==> src/rtl/wb_bist_host_arb.sv <==
// ----------------------------------------------------------------------------
// wb_bist_host_arb
//
// Two-master Wishbone arbiter that sits in front of the user-project
// register/BIST slave fabric.
//   master 0 : Caravel management SoC (wbs_* port)
//   master 1 : on-chip BIST/host sequencer
//
// Grant policy is round-robin. A grant is held for the whole Wishbone cycle
// (cyc), so multi-beat bursts stay atomic. There is always one IDLE cycle
// between two grants. A per-access timeout forces err back to the granted
// master, so a hung slave cannot lock up either master.
//
// Ports
//   wb_clk_i, wb_rst_i        clock, synchronous active-high reset
//   m0_* / m1_*               Wishbone slave-side ports towards the two
//                             masters:
//                               inputs  cyc, stb, we, adr, dat, sel
//                               outputs dat, ack, err
//   s_*                       Wishbone master-side port towards the slave
//                             fabric:
//                               outputs cyc, stb, we, adr, dat, sel
//                               inputs  dat, ack, err
//   gnt_o                     one-hot current grant {m1,m0}; 00 = idle
// ----------------------------------------------------------------------------
module wb_bist_host_arb #(
    parameter int AW      = 32,
    parameter int DW      = 32,
    parameter int TIMEOUT = 255
) (
    input  logic            wb_clk_i,
    input  logic            wb_rst_i,

    input  logic            m0_cyc_i,
    input  logic            m0_stb_i,
    input  logic            m0_we_i,
    input  logic [AW-1:0]   m0_adr_i,
    input  logic [DW-1:0]   m0_dat_i,
    input  logic [DW/8-1:0] m0_sel_i,
    output logic [DW-1:0]   m0_dat_o,
    output logic            m0_ack_o,
    output logic            m0_err_o,

    input  logic            m1_cyc_i,
    input  logic            m1_stb_i,
    input  logic            m1_we_i,
    input  logic [AW-1:0]   m1_adr_i,
    input  logic [DW-1:0]   m1_dat_i,
    input  logic [DW/8-1:0] m1_sel_i,
    output logic [DW-1:0]   m1_dat_o,
    output logic            m1_ack_o,
    output logic            m1_err_o,

    output logic            s_cyc_o,
    output logic            s_stb_o,
    output logic            s_we_o,
    output logic [AW-1:0]   s_adr_o,
    output logic [DW-1:0]   s_dat_o,
    output logic [DW/8-1:0] s_sel_o,
    input  logic [DW-1:0]   s_dat_i,
    input  logic            s_ack_i,
    input  logic            s_err_i,

    output logic [1:0]      gnt_o
);

    typedef enum logic [1:0] {
        IDLE = 2'd0,
        GNT0 = 2'd1,
        GNT1 = 2'd2
    } state_t;

    localparam logic [7:0] TMO_LIM = 8'(TIMEOUT);

    state_t     state;
    state_t     state_nxt;
    logic       last_gnt;      // index of the master granted most recently
    logic       last_gnt_nxt;
    logic [7:0] tmo_cnt;

    logic       m0_req;
    logic       m1_req;
    logic       cur_stb;       // strobe of the granted master, before timeout gating
    logic       tmo_hit;

    assign m0_req  = m0_cyc_i & m0_stb_i;
    assign m1_req  = m1_cyc_i & m1_stb_i;
    assign tmo_hit = (state != IDLE) && (tmo_cnt == TMO_LIM);

    // State, round-robin history and timeout counter registers
    always_ff @(posedge wb_clk_i) begin
        if (wb_rst_i) begin
            state    <= IDLE;
            last_gnt <= 1'b1;  // so that m0 wins the first tie after reset
            tmo_cnt  <= 8'd0;
        end else begin
            state    <= state_nxt;
            last_gnt <= last_gnt_nxt;
            // The counter only runs while the granted master keeps an access
            // open and the slave has not answered. The expiry cycle itself
            // also restarts it, so a master that keeps its strobe up gets a
            // fresh timeout window.
            if ((state_nxt != state) || tmo_hit || !cur_stb || s_ack_i || s_err_i)
                tmo_cnt <= 8'd0;
            else
                tmo_cnt <= tmo_cnt + 8'd1;
        end
    end

    // Next-state logic and output multiplexing
    always_comb begin
        state_nxt    = state;
        last_gnt_nxt = last_gnt;
        cur_stb      = 1'b0;
        gnt_o        = 2'b00;
        s_cyc_o      = 1'b0;
        s_stb_o      = 1'b0;
        s_we_o       = 1'b0;
        s_adr_o      = '0;
        s_dat_o      = '0;
        s_sel_o      = '0;
        m0_dat_o     = '0;
        m0_ack_o     = 1'b0;
        m0_err_o     = 1'b0;
        m1_dat_o     = '0;
        m1_ack_o     = 1'b0;
        m1_err_o     = 1'b0;

        case (state)
            IDLE: begin
                // Slave responses seen while idle are deliberately dropped.
                if (m0_req && m1_req)
                    state_nxt = last_gnt ? GNT0 : GNT1;
                else if (m0_req)
                    state_nxt = GNT0;
                else if (m1_req)
                    state_nxt = GNT1;
            end

            GNT0: begin
                gnt_o    = 2'b01;
                cur_stb  = m0_stb_i;
                // On a timeout the slave is released for one cycle while the
                // master receives err.
                s_cyc_o  = m0_cyc_i & ~tmo_hit;
                s_stb_o  = m0_stb_i & ~tmo_hit;
                s_we_o   = m0_we_i;
                s_adr_o  = m0_adr_i;
                s_dat_o  = m0_dat_i;
                s_sel_o  = m0_sel_i;
                m0_dat_o = s_dat_i;
                m0_ack_o = s_ack_i;
                m0_err_o = s_err_i | tmo_hit;
                if (!m0_cyc_i) begin
                    state_nxt    = IDLE;
                    last_gnt_nxt = 1'b0;
                end
            end

            GNT1: begin
                gnt_o    = 2'b10;
                cur_stb  = m1_stb_i;
                s_cyc_o  = m1_cyc_i & ~tmo_hit;
                s_stb_o  = m1_stb_i & ~tmo_hit;
                s_we_o   = m1_we_i;
                s_adr_o  = m1_adr_i;
                s_dat_o  = m1_dat_i;
                s_sel_o  = m1_sel_i;
                m1_dat_o = s_dat_i;
                m1_ack_o = s_ack_i;
                m1_err_o = s_err_i | tmo_hit;
                if (!m1_cyc_i) begin
                    state_nxt    = IDLE;
                    last_gnt_nxt = 1'b1;
                end
            end

            default: state_nxt = IDLE;
        endcase
    end

endmodule

==> config.mk <==
export PLATFORM = sky130hd
export DESIGN_NAME = wb_bist_host_arb
export DESIGN_NICKNAME = d
export VERILOG_FILES = /design/src/rtl/wb_bist_host_arb.sv
export SDC_FILE = /design/constraint.sdc
export NUM_CORES = 1
export LEC_CHECK = 0
export BUFFER_PORTS_ARGS = -buffer_cell sky130_fd_sc_hd__buf_2
export CAP_MARGIN = 30
export CORE_AREA = 2 2 124 126
export DETAILED_ROUTE_END_ITERATION = 8
export DIE_AREA = 0 0 126 128
export PLACE_DENSITY = 0.47
export SETUP_SLACK_MARGIN = 0.05
export SYNTH_ARGS = -nofsm -noshare
export SYNTH_HDL_FRONTEND = slang
export SYNTH_SLANG_ARGS = --single-unit
==> constraint.sdc <==
create_clock -name wb_clk_i -period 5 [get_ports wb_clk_i]
set_input_delay 0.25 -clock wb_clk_i [delete_from_list [all_inputs] [get_ports wb_clk_i]]
set_output_delay 0.25 -clock wb_clk_i [all_outputs]
set_load 0.01 [all_outputs]
After elaboration in Yosys (flattened, before gate mapping)
Index checks and enable logic that the tools add are counted.
{"block": "totals", "regBits": 11, "inputBits": 178, "out_inout_bits": 141, "wordCells": 54}
{"block": "classes", "add_sub_neg": 1, "eq_ne": 6, "n_mux": 24, "bitwise": 8, "reduce_logical": 12}
{"op": "32-bit one-hot mux with 2 select lines", "n": 2}
{"op": "32-bit 2-to-1 mux", "n": 2}
{"op": "2-bit 2-to-1 mux", "n": 6}
{"op": "1-bit one-hot mux with 2 select lines", "n": 5}
{"op": "8-bit by 1-bit adder with 8-bit output, second input constant", "n": 1}
{"op": "8-bit == test, second input constant", "n": 1}
{"op": "4-bit one-hot mux with 2 select lines", "n": 1}
{"op": "1-bit AND", "n": 6}
{"op": "1-bit 2-to-1 mux", "n": 6}
{"op": "2-bit one-hot mux with 3 select lines", "n": 1}
{"op": "1-bit logical OR", "n": 4}
{"op": "2-bit != test, second input constant", "n": 2}
{"op": "2-bit one-hot mux with 2 select lines", "n": 1}
{"op": "2-bit nonzero test", "n": 2}
{"op": "3-bit AND reduction", "n": 1}
{"op": "2-bit by 1-bit == test with 1-bit output, second input constant", "n": 1}
{"op": "2-bit == test, second input constant", "n": 1}
{"op": "1-bit logical AND", "n": 2}
{"op": "2-bit logical NOT", "n": 1}
{"op": "2-bit != test", "n": 1}
{"op": "2-bit OR reduction", "n": 1}
{"op": "1-bit logical NOT", "n": 1}
{"op": "1-bit inverter", "n": 1}
{"op": "1-bit OR", "n": 1}

Logic depth before layout (Yosys ltp)
{"block": "depth", "word_depth": 11, "ltp_mapped": 8, "ltp_nobuf": 6}

Least setup slack after synthesis
Ideal clock, no wire load.
{"block": "synth_path", "path_type": "register to output", "startpoint": "register state[0]", "endpoint": "output s_dat_o[21]", "t_arrival_ns": 1.538, "t_required_ns": 4.750, "slack_ns": 3.212, "path_stages_with_launch": 6, "n_path_buf": 2, "cell_sequence": "dfxtp_1 inv_1 ha_1 clkbuf_1 clkbuf_1 nor2b_1"}
{"block": "synth_between", "elab_chain_len": 2, "word_cells_on_any_way": 3, "classes_between": "2 x eq/ne; 1 x mux"}
{"element": "start: declaration", "line_no": "75", "text": "state_t state;"}
{"element": "start signal: assignment", "line_no": "97", "text": "state <= state_nxt;"}
{"element": "2-bit == test or 2-bit by 1-bit == test with 1-bit output (tied branches)", "line_no": "129", "text": "case (state)"}
{"element": "32-bit one-hot mux with 2 select lines *", "line_no": "129"}
{"element": "end: declaration", "line_no": "58", "text": "output logic [DW-1:0] s_dat_o,"}
Every way passes the cells marked *; elsewhere a longest branch is shown, timed or not.

Worst setup path after layout
{"block": "layout_path", "startpoint": "register state[0]", "endpoint": "output s_stb_o"}
{"block": "layout_between", "elab_chain_len": 5, "word_cells_on_any_way": 8, "classes_between": "2 x eq/ne; 1 x mux; 3 x bitwise; 2 x reduce/logical"}
{"element": "2-bit nonzero test", "line_no": "88", "text": "assign tmo_hit = (state != IDLE) && (tmo_cnt == TMO_LIM);"}
{"element": "1-bit logical AND", "line_no": "88"}
{"element": "1-bit inverter", "line_no": "146, 164"}
{"element": "1-bit AND, on equally long branches", "line_no": "164, 146"}
{"element": "1-bit one-hot mux with 2 select lines *", "line_no": "129"}
{"element": "end: declaration", "line_no": "55", "text": "output logic s_stb_o,"}
Marked as above.

==> results_dict.tcl <==
set metrics [dict create \
    root_buffer "clkbuf_16" \
    worst-r2r-setup-slack_ns 2.50 \
    layout_setup_ws_ns 2.30 \
    antenna_found_initial 1 \
    final.setup_skew_ns 0.00155 \
    num_vias 3353 \
    postCtsSetupBuffers 0 \
    start_util_pct 15.5 \
    cts_tree "done" \
    fin_nets 797 \
    vias_per_cell 4.19 \
    ir_worst_vdd_mv 0.0911 \
    clk_latency_ns 0.24 \
    antenna_left 0 \
    port_buffers 318 \
    holdPathStages 2 \
    min_to "state[0]" \
    synth_seq_area_share_pct 9.58 \
    seqPwrFrac_pct 16.6 \
    cp_slowest_cell "ha_1" \
    outcome "completed" \
    ys.flop_type "dfxtp_1" \
    reg2reg_depth 6 \
    critPathKind "reg2out" \
    syn_to_final_growth_pct 79.3 \
    whs_ns 0.256 \
    fin_area_mm2 0.00412 \
    yosys_warnings 0 \
    gp_congestion 0.832 \
    drt_first_pass_iters 4 \
    cp_num_buf_inv 3 \
    die_w_um 126 \
    cap_violations 0 \
    netSwitchingPower_mw 0.214 \
    cts_hold_buf 0 \
    crit_chain "inv_1 -> ha_1 -> buf_4 -> o41ai_2 -> nor2_1 -> buf_2" \
    synth_edf_count 0 \
    antenna_cells 0 \
    dpl.hpwl_mm 9.17 \
    grt_max_degree 64 \
    slew_violations 0 \
    grt_pass1_vias 3118 \
    syn_area_per_cell_um2 7.18 \
    drt_iter0_drc 178 \
    critPathCaptureType "output port" \
    worstHoldStart "wb_rst_i" \
    synth_top_cell_area_share_pct 22.9 \
    ys_ff_latch 11 \
    power.internal_mw 0.353 \
    multi_input_area_mm2 0.00195 \
    chipHeight_um 128 \
    worst-path-stages 6 \
    drive_gt1_share_pct 56.1 \
    comb_power_share_pct 57.0 \
    final_util_pct 27.7 \
    dieArea_mm2 0.0161 \
    p_per_area_mw_per_mm2 137 \
    yosys-top-cells-count "71 x nor2b_1, 70 x a22oi_1, 67 x and2_1, 23 x clkbuf_1, 11 x dfxtp_1" \
    r2r_start "state[0]" \
    core_area_mm2 0.0149 \
    swShare_pct 37.7 \
    syn_inst 320 \
    required_ns 4.75 \
    worstHoldPathType "in2reg" \
    seqCellArea_um2 220 \
    synth_cell_types 37 \
    path_clk_slew_ns 0.04 \
    min_period_ns 2.70 \
    final_hold_viol_count 0 \
    clockPowerShare_pct 26.5 \
    cts_inserted_buffers 3 \
    drt-wirelength-per-cell_um 14.2 \
    place_area_mm2 0.00404 \
    synth_top_area_cell "a22oi_1" \
    clockBufferDepth 2 \
    synth_fp_nets 503 \
    overflow 0 \
    post-route-period-util_pct 54.0 \
    reg2reg_to "tmo_cnt[6]" \
    p_leak_nw 2.13 \
    cp_top_family "buffers and inverters" \
    finalSetupViolations 0 \
    yosysMostFrequentCell "nor2b_1" \
    relSlewSlack_pct 59.9 \
    max_freq_mhz 370 \
    fill_cells 1701 \
    crit_arrival_ns 2.45 \
    grt_util_all_layers_pct 12.6 \
    wl_mm 11.4 \
    h-tree-depth 1 \
    cp_max_fo 53 \
    synth_area_mm2 0.00230 \
    crit_path_max_incr_delay_ns 0.63 \
    fp-row-count 45 \
    synth.area.top_cells "a22oi_1 23%, nor2b_1 19%, and2_1 18%, dfxtp_1 9.6%, clkbuf_1 3.8%" \
    critPathLaunchType "register" \
    numClockSinks 11 \
    synthArstFlopShare_pct 0 \
    pre_cts_slack_ns 2.49 \
    worst_pin_slew_ns 0.601 \
    rsz0062_at_grt "no" \
    drc 0 \
    grt_pass1_wl_mm 16.7 \
    ios 319 \
    cts_resized 0 \
    setup_tns_ns 0 \
]
==> logic make-up (layout without fill, tap and decap cells) <==
kind of cell             Yosys count  in the layout  synth area share (%)
AO/OA/AOI/OAI                     84             84                  29.7
flip-flops                        11             11                  9.58
multiplexers                       2              2                 0.871
adder cells (fa/ha/maj)            5              5                  2.72
XOR/XNOR                           6              6                  2.29
buffers and inverters             37            330                  6.53
AND/OR/NAND/NOR                  175            175                  48.3
==> cell usage in the layout (no fill, tap or decap), types with 2 or more instances in the layout <==
| cell | synthesis | routed |
|---|---|---|
| inv_1 | 5 | 5 |
| buf_4 | 1 | 3 |
| nand3_1 | 5 | 5 |
| dfxtp_1 | 11 | 11 |
| buf_2 | 6 | 318 |
| ha_4 | 0 | 2 |
| nand2_1 | 7 | 7 |
| a211oi_1 | 2 | 2 |
| a21oi_1 | 2 | 2 |
| nor2_1 | 8 | 8 |
| and2_1 | 67 | 67 |
| nor3_2 | 8 | 8 |
| ha_1 | 5 | 3 |
| xnor2_1 | 4 | 4 |
| and3_1 | 2 | 2 |
| xor2_1 | 2 | 2 |
| a22oi_1 | 70 | 70 |
| nor2b_1 | 71 | 71 |
| clkbuf_16 | 0 | 3 |
| mux2i_1 | 2 | 2 |
==> routing by layer <==
| layer | vias to the layer above | track usage (%) | wire length [um] | share of wire, % |
|---|---|---|---|---|
| li1 | 1706 | - | - | - |
| met1 | 1511 | 17.7 | 5150 | 45 |
| met2 | 125 | 21.3 | 5580 | 49 |
| met3 | 11 | 1.59 | 589 | 5.2 |
| met4 | 0 | 1.68 | 92 | 0.81 |
| met5 | - | 0 | 0 | 0 |
==> how the worst max path moves through the flow <==
stage          startpoint     endpoint
5_1_grt          state[0]      s_cyc_o
6_report         state[0]      s_stb_o
3_3_place_gp     state[0]   tmo_cnt[3]
4_1_cts          state[0]      s_stb_o
3_5_place_dp     state[0]   tmo_cnt[6]
2_1_floorplan    state[0]  s_dat_o[21]
==> cell type report <==
cell class | instances | area share, %
tap | 188 | 5.71
inverter | 5 | 0.456
clock buffer | 4 | 1.91
sequential | 11 | 5.34
timing repair buffer | 321 | 39.2
multi-input combinational | 272 | 47.4
==> metrics by stage <==
step	cells	power [mW]
floorplan	320	0.272
global placement	797	0.424
detailed placement	797	0.420
CTS	801	0.572
global route	801	0.605
finish	801	0.566
==> state kept, by name, indices dropped and copies added, names as in the netlist <==
register  count
last_gnt      1
state         2
tmo_cnt       8
==> power groups by stage <==
| stage | Clock, mW | Combinational, mW | Sequential, mW |
|---|---|---|---|
| floorplan | 0 | 0.178 | 0.0938 |
| global placement | 0 | 0.329 | 0.0953 |
| detailed placement | 0 | 0.324 | 0.0954 |
| CTS | 0.152 | 0.327 | 0.0937 |
| global route | 0.157 | 0.354 | 0.0942 |
| finish | 0.150 | 0.323 | 0.0938 |
No activity file was read; power rests on OpenSTA's default activity.
